### src/rtl/mem_arbiter_pkg.sv
// mem_arbiter_pkg: FSM encodings and mem size-select constants shared with mem and cpu.
package mem_arbiter_pkg;
    localparam logic [0:0] ST_IDLE = 1'b0;
    localparam logic [0:0] ST_WAIT = 1'b1;
    localparam logic [2:0] SEL_BYTE = 3'd0;
    localparam logic [2:0] SEL_HALF = 3'd1;
    localparam logic [2:0] SEL_WORD = 3'd2;
    function automatic int idx_w(input int n);
        return n > 1 ? $clog2(n) : 1;
    endfunction
endpackage

### src/rtl/mem_arbiter_rr_pick.sv
// mem_arbiter_rr_pick: combinational round-robin pick of the first pending channel after last.
module mem_arbiter_rr_pick
    import mem_arbiter_pkg::*;
#(
    parameter int N_CH = 2,
    localparam int IW = idx_w(N_CH)
) (
    input  logic [N_CH-1:0] pend,
    input  logic [IW-1:0]   last,
    output logic            valid,
    output logic [IW-1:0]   idx
);
    // Walk from farthest to nearest so the nearest pending channel after last wins.
    always_comb begin
        valid = 1'b0;
        idx = '0;
        for (int i = N_CH; i >= 1; i--) begin
            if (pend[IW'((int'(last) + i) % N_CH)]) begin
                valid = 1'b1;
                idx = IW'((int'(last) + i) % N_CH);
            end
        end
    end
endmodule

### src/rtl/mem_arbiter.sv
// mem_arbiter: round-robin arbiter sharing one mem port among N_CH exec/fin/busy masters,
// with per-channel request buffers and an optional watchdog that aborts hung transactions.
module mem_arbiter
    import mem_arbiter_pkg::*;
#(
    parameter int N_CH = 2,
    parameter int AW = 32,
    parameter int DW = 32,
    parameter int SW = 3,
    parameter int TIMEOUT = 0
) (
    input  logic             i_clk,
    input  logic             i_reset_n,
    input  logic [N_CH-1:0]    i_m_exec,
    input  logic [N_CH*AW-1:0] i_m_addr,
    input  logic [N_CH*DW-1:0] i_m_data,
    input  logic [N_CH*SW-1:0] i_m_sel,
    input  logic [N_CH-1:0]    i_m_we,
    output logic [DW-1:0]      o_m_data,
    output logic [N_CH-1:0]    o_m_fin,
    output logic [N_CH-1:0]    o_m_err,
    output logic [N_CH-1:0]    o_m_busy,
    output logic               o_s_exec,
    output logic [AW-1:0]      o_s_addr,
    output logic [DW-1:0]      o_s_data,
    output logic [SW-1:0]      o_s_sel,
    output logic               o_s_we,
    input  logic [DW-1:0]      i_s_data,
    input  logic               i_s_fin,
    input  logic               i_s_busy
);
    localparam int IW = idx_w(N_CH);
    localparam int CW = TIMEOUT > 1 ? $clog2(TIMEOUT) : 1;

    logic [AW-1:0] addr_q [N_CH];
    logic [DW-1:0] data_q [N_CH];
    logic [SW-1:0] sel_q  [N_CH];
    logic [N_CH-1:0] we_q;
    logic [N_CH-1:0] pend;
    logic [N_CH-1:0] to_q;
    logic [IW-1:0] last;
    logic [IW-1:0] g;
    logic [IW-1:0] pick;
    logic pick_valid;
    logic [0:0] state;
    logic [CW-1:0] cnt;
    logic done_ok;
    logic to_hit;

    mem_arbiter_rr_pick #(.N_CH(N_CH)) u_pick (
        .pend  (pend),
        .last  (last),
        .valid (pick_valid),
        .idx   (pick)
    );

    assign done_ok = state == ST_WAIT && i_s_fin;
    // A fin arriving in the timeout cycle takes priority over the abort.
    assign to_hit = TIMEOUT != 0 && state == ST_WAIT && cnt == CW'(TIMEOUT - 1) && !i_s_fin;
    assign o_m_data = done_ok ? i_s_data : '0;
    assign o_m_fin = (N_CH'(done_ok) << g) | to_q;
    assign o_m_err = to_q;
    assign o_m_busy = pend;

    always_ff @(posedge i_clk) begin
        for (int k = 0; k < N_CH; k++) begin
            if (i_m_exec[k] && !pend[k]) begin
                addr_q[k] <= i_m_addr[k*AW +: AW];
                data_q[k] <= i_m_data[k*DW +: DW];
                sel_q[k] <= i_m_sel[k*SW +: SW];
                we_q[k] <= i_m_we[k];
            end
        end
    end

    always_ff @(posedge i_clk or negedge i_reset_n) begin
        if (!i_reset_n) begin
            state <= ST_IDLE;
            pend <= '0;
            last <= IW'(N_CH - 1);
            g <= '0;
            cnt <= '0;
            to_q <= '0;
            o_s_exec <= 1'b0;
            o_s_addr <= '0;
            o_s_data <= '0;
            o_s_sel <= '0;
            o_s_we <= 1'b0;
        end else begin
            o_s_exec <= 1'b0;
            to_q <= '0;
            for (int k = 0; k < N_CH; k++)
                if (i_m_exec[k] && !pend[k]) pend[k] <= 1'b1;
            if (state == ST_IDLE) begin
                if (pick_valid && !i_s_busy) begin
                    g <= pick;
                    last <= pick;
                    o_s_addr <= addr_q[pick];
                    o_s_data <= data_q[pick];
                    o_s_sel <= sel_q[pick];
                    o_s_we <= we_q[pick];
                    o_s_exec <= 1'b1;
                    cnt <= '0;
                    state <= ST_WAIT;
                end
            end else begin
                cnt <= cnt + 1'b1;
                if (i_s_fin || to_hit) begin
                    pend[g] <= 1'b0;
                    to_q <= N_CH'(to_hit) << g;
                    state <= ST_IDLE;
                end
            end
        end
    end
endmodule

### config.mk
export PLATFORM = sky130hd
export DESIGN_NAME = mem_arbiter
export DESIGN_NICKNAME = d
export VERILOG_FILES = /design/src/rtl/mem_arbiter_pkg.sv /design/src/rtl/mem_arbiter_rr_pick.sv /design/src/rtl/mem_arbiter.sv
export SDC_FILE = /design/constraint.sdc
export NUM_CORES = 1
export LEC_CHECK = 0
export CAP_MARGIN = 25
export CELL_PAD_IN_SITES_DETAIL_PLACEMENT = 1
export CELL_PAD_IN_SITES_GLOBAL_PLACEMENT = 2
export CORE_MARGIN = 4
export CORE_UTILIZATION = 33
export CTS_BUF_LIST = sky130_fd_sc_hd__clkbuf_2
export DETAILED_ROUTE_END_ITERATION = 16
export PLACE_DENSITY = 0.79
export SYNTH_ARGS = -nofsm -noshare
export SYNTH_HDL_FRONTEND = slang
export SYNTH_SLANG_ARGS = --single-unit
### constraint.sdc
create_clock -name i_clk -period 5.7 [get_ports i_clk]
set_clock_uncertainty 0.05 [all_clocks]
set_input_delay 1.14 -clock i_clk [delete_from_list [all_inputs] [get_ports i_clk]]
set_output_delay 1.14 -clock i_clk [all_outputs]
set_load 0.01 [all_outputs]
==> results by group <==
Detailed routing
  • M1 WL: 8688 um
  • Met3 wire length: 1621 um
  • Via density: 4.447
  • Final ANT Viol Nets: 0
  • Max Used Layer: met4
  • Final wirelength: 21870 um
  • Routed vias: 4932
  • Met2 WL: 11080 um
  • Avg WL per Cell: 19.72 um
  • Initial drt markers: 144
  • Detailed Routing Iterations Pass 1: 4
  • DRC errors left: 0

Floorplan
  • Ports: 281
  • Row count: 57
  • Die area: 0.02779 mm2
  • Core region area: 0.02453 mm2
  • Initial Utilization: 0.3388
  • Die Wd: 166.7 um
  • Die Y: 166.7 um

Yosys
  • Ys Warns: 0
  • Dominant cell type by area after synthesis: edfxtp_1
  • Sequential share of the synthesized area: 0.7142
  • Post-synthesis cell count: 418
  • Syn Std Cell Area: 0.008313 mm2
  • Seq cells post-synth: 210
  • Main area contributors after synthesis: edfxtp_1, dfrtp_1, mux2_4, mux2_2, and3_1
  • Post-synth top area share: 0.4913
  • Syn avg cell area: 19.89 um2
  • Synth unique cells: 21

Timing
  • Final Setup Violations: 0
  • Hold Vio Cnt, Final: 0
  • Fin crit period: 4214 ps
  • Worst slew pin tran: 964.4 ps
  • Tcrit/Tclk final: 0.7392
  • FMAX: 237.3 MHz
  • Final-report max-slew violation count: 0
  • Unrepaired setup endpoints after global routing: no
  • Slew HR: 0.3564
  • Total negative setup slack: 0 ps

Setup path
  • Crit. End Element: output pin
  • Critical path class: in2out
  • Crit Path Max Fanout: 35
  • CP Data Required Time: 4510 ps
  • Startpoint types: input pin
  • Critical path arrival: 3020 ps

Global routing
  • Largest net degree at the start of global routing: 71
  • Grt ovf: 0
  • First-pass GRT wire length: 33400 um
  • Gr usage total: 0.1524
  • Vias in the first global route: 5865
  • Initial antenna violation count: 0

Placement
  • Port Buffers: 278
  • Placed cell count: 1003
  • Gp weighted congestion: 0.7405
  • Hpwl dp: 14690 um

Clock network
  • Total CTS buffers: 56
  • Clk root buf: clkbuf_2
  • Clk buf depth: 3
  • H-tree lvl count: 2
  • Worst-Skew Late Latency: 780 ps
  • CTS Hold Bufs: 0
  • CTS tree: done
  • Clk pin slew, worst setup/hold paths: 100 ps
  • Clock sink count: 210
  • Post-CTS Setup Bufs: 0
  • Post_cts resized: 0

Finish
  • P&R area growth vs syn: 43.02%
  • Layout cells sized above 1: 0.3134
  • Most common cell after layout, fill and taps aside: clkdlybuf4s50_1
  • Layout net count: 912
  • Layout Cells excl Fill: 1109
  • Ant. Diodes: 0
  • Commonest non-fill, non-tap cells in the layout: clkdlybuf4s50_1, edfxtp_1, clkbuf_2, dfrtp_1, mux2_2

Pwr
  • VDD IR max: 0.0002062 V
  • Leak pwr: 0.004680 uW
  • Power per cell area: 451.7 mW/mm2

Flow run
  • Max-cap violations: 0

Hold path
  • Worst min path class: in2async

Outcome
  • Status: complete, no violations
-- cells in the mapped netlist --
| library cell | instances |
|---|---|
| a21o_1 | 1 |
| and3_1 | 33 |
| buf_12 | 7 |
| buf_4 | 3 |
| buf_6 | 2 |
| clkbuf_1 | 6 |
| clkbuf_8 | 7 |
| conb_1 | 1 |
| dfrtp_1 | 73 |
| dfstp_2 | 1 |
| edfxtp_1 | 136 |
| inv_1 | 2 |
| mux2_2 | 70 |
| mux2_4 | 66 |
| mux2i_1 | 1 |
| nand2_1 | 1 |
| nor2_1 | 3 |
| nor2b_1 | 2 |
| nor3b_2 | 1 |
| o22a_1 | 1 |
| xor2_1 | 1 |
-- final cells by class --
type | count | area, um2
Clock buffer | 92 | 460.4
Clock inverter | 13 | 80.08
Fill cell | 2472 | 12640
Inverter | 2 | 7.507
Multi-Input combinational cell | 182 | 2090
Sequential cell | 210 | 5941
Tap cell | 324 | 405.4
Timing Repair Buffer | 286 | 2905
-- where the power goes --
group | internal (uW) | switching, uW | leakage [uW]
clock | 468 | 622 | 0.000424
sequential | 2040 | 332 | 0.00211
combinational | 1250 | 652 | 0.00215
-- kinds of logic after synthesis --
| group | count (synthesis) | synth area share |
|---|---|---|
| other | 1 | 0.0004511 |
| XOR/XNOR | 1 | 0.001054 |
| buffers and inverters | 27 | 0.03748 |
| multiplexers | 137 | 0.2152 |
| flip-flops | 210 | 0.7142 |
| AND/OR/NAND/NOR | 40 | 0.02965 |
| AO/OA/AOI/OAI | 2 | 0.001957 |
-- path summary, 6_finish.rpt --
path	startpoint	to	depth (start not counted)	slack (ps)
max in group asynchronous	i_reset_n	o_s_addr[29]	2	4300
setup reg to reg	state	o_s_data[26]	3	3050
min in group i_clk	o_s_data[7]	o_s_data[7]	1	470
setup / recovery	i_s_fin	o_m_fin[1]	3	1490
hold / removal	i_reset_n	o_s_addr[16]	1	260
hold reg to reg	o_s_data[7]	o_s_data[7]	1	470
-- metrics by stage --
stage / setup WS, ps / cell area (um2) / hold WS (ps) / utilization / power [uW]
finish: 1486 / 11890 / 261.6 / 0.4846 / 5370
global route: 1324 / 11890 / 165.4 / 0.4846 / 5695
CTS: 1476 / 11860 / 148.5 / 0.4835 / 5484
detailed placement: 1478 / 11320 / 448.9 / 0.4614 / 4344
global placement: 1580 / 11290 / 443.3 / 0.4603 / 4270
floorplan: 1022 / 8317 / 456.3 / - / 3443
-- routing by layer --
metal	global-route usage	up-vias
met5	0	-
met3	0.05641	40
met2	0.2624	192
li1	-	2248
met4	0.05478	0
met1	0.1748	2452
-- registers in the layout, indices dropped and copies added, names as in the netlist, 2 cells and up --
register / count
o_m_busy: 2
we_q: 2
data_q: 64
o_s_data: 32
sel_q: 6
addr_q: 64
o_s_sel: 3
o_s_addr: 32
-- worst max-delay path, stage by stage --
cell	delay (ps)
clkdlybuf4s50_1	1020
and3_1	290
clkdlybuf4s50_1	570
No activity file was read; power rests on OpenSTA's default activity.
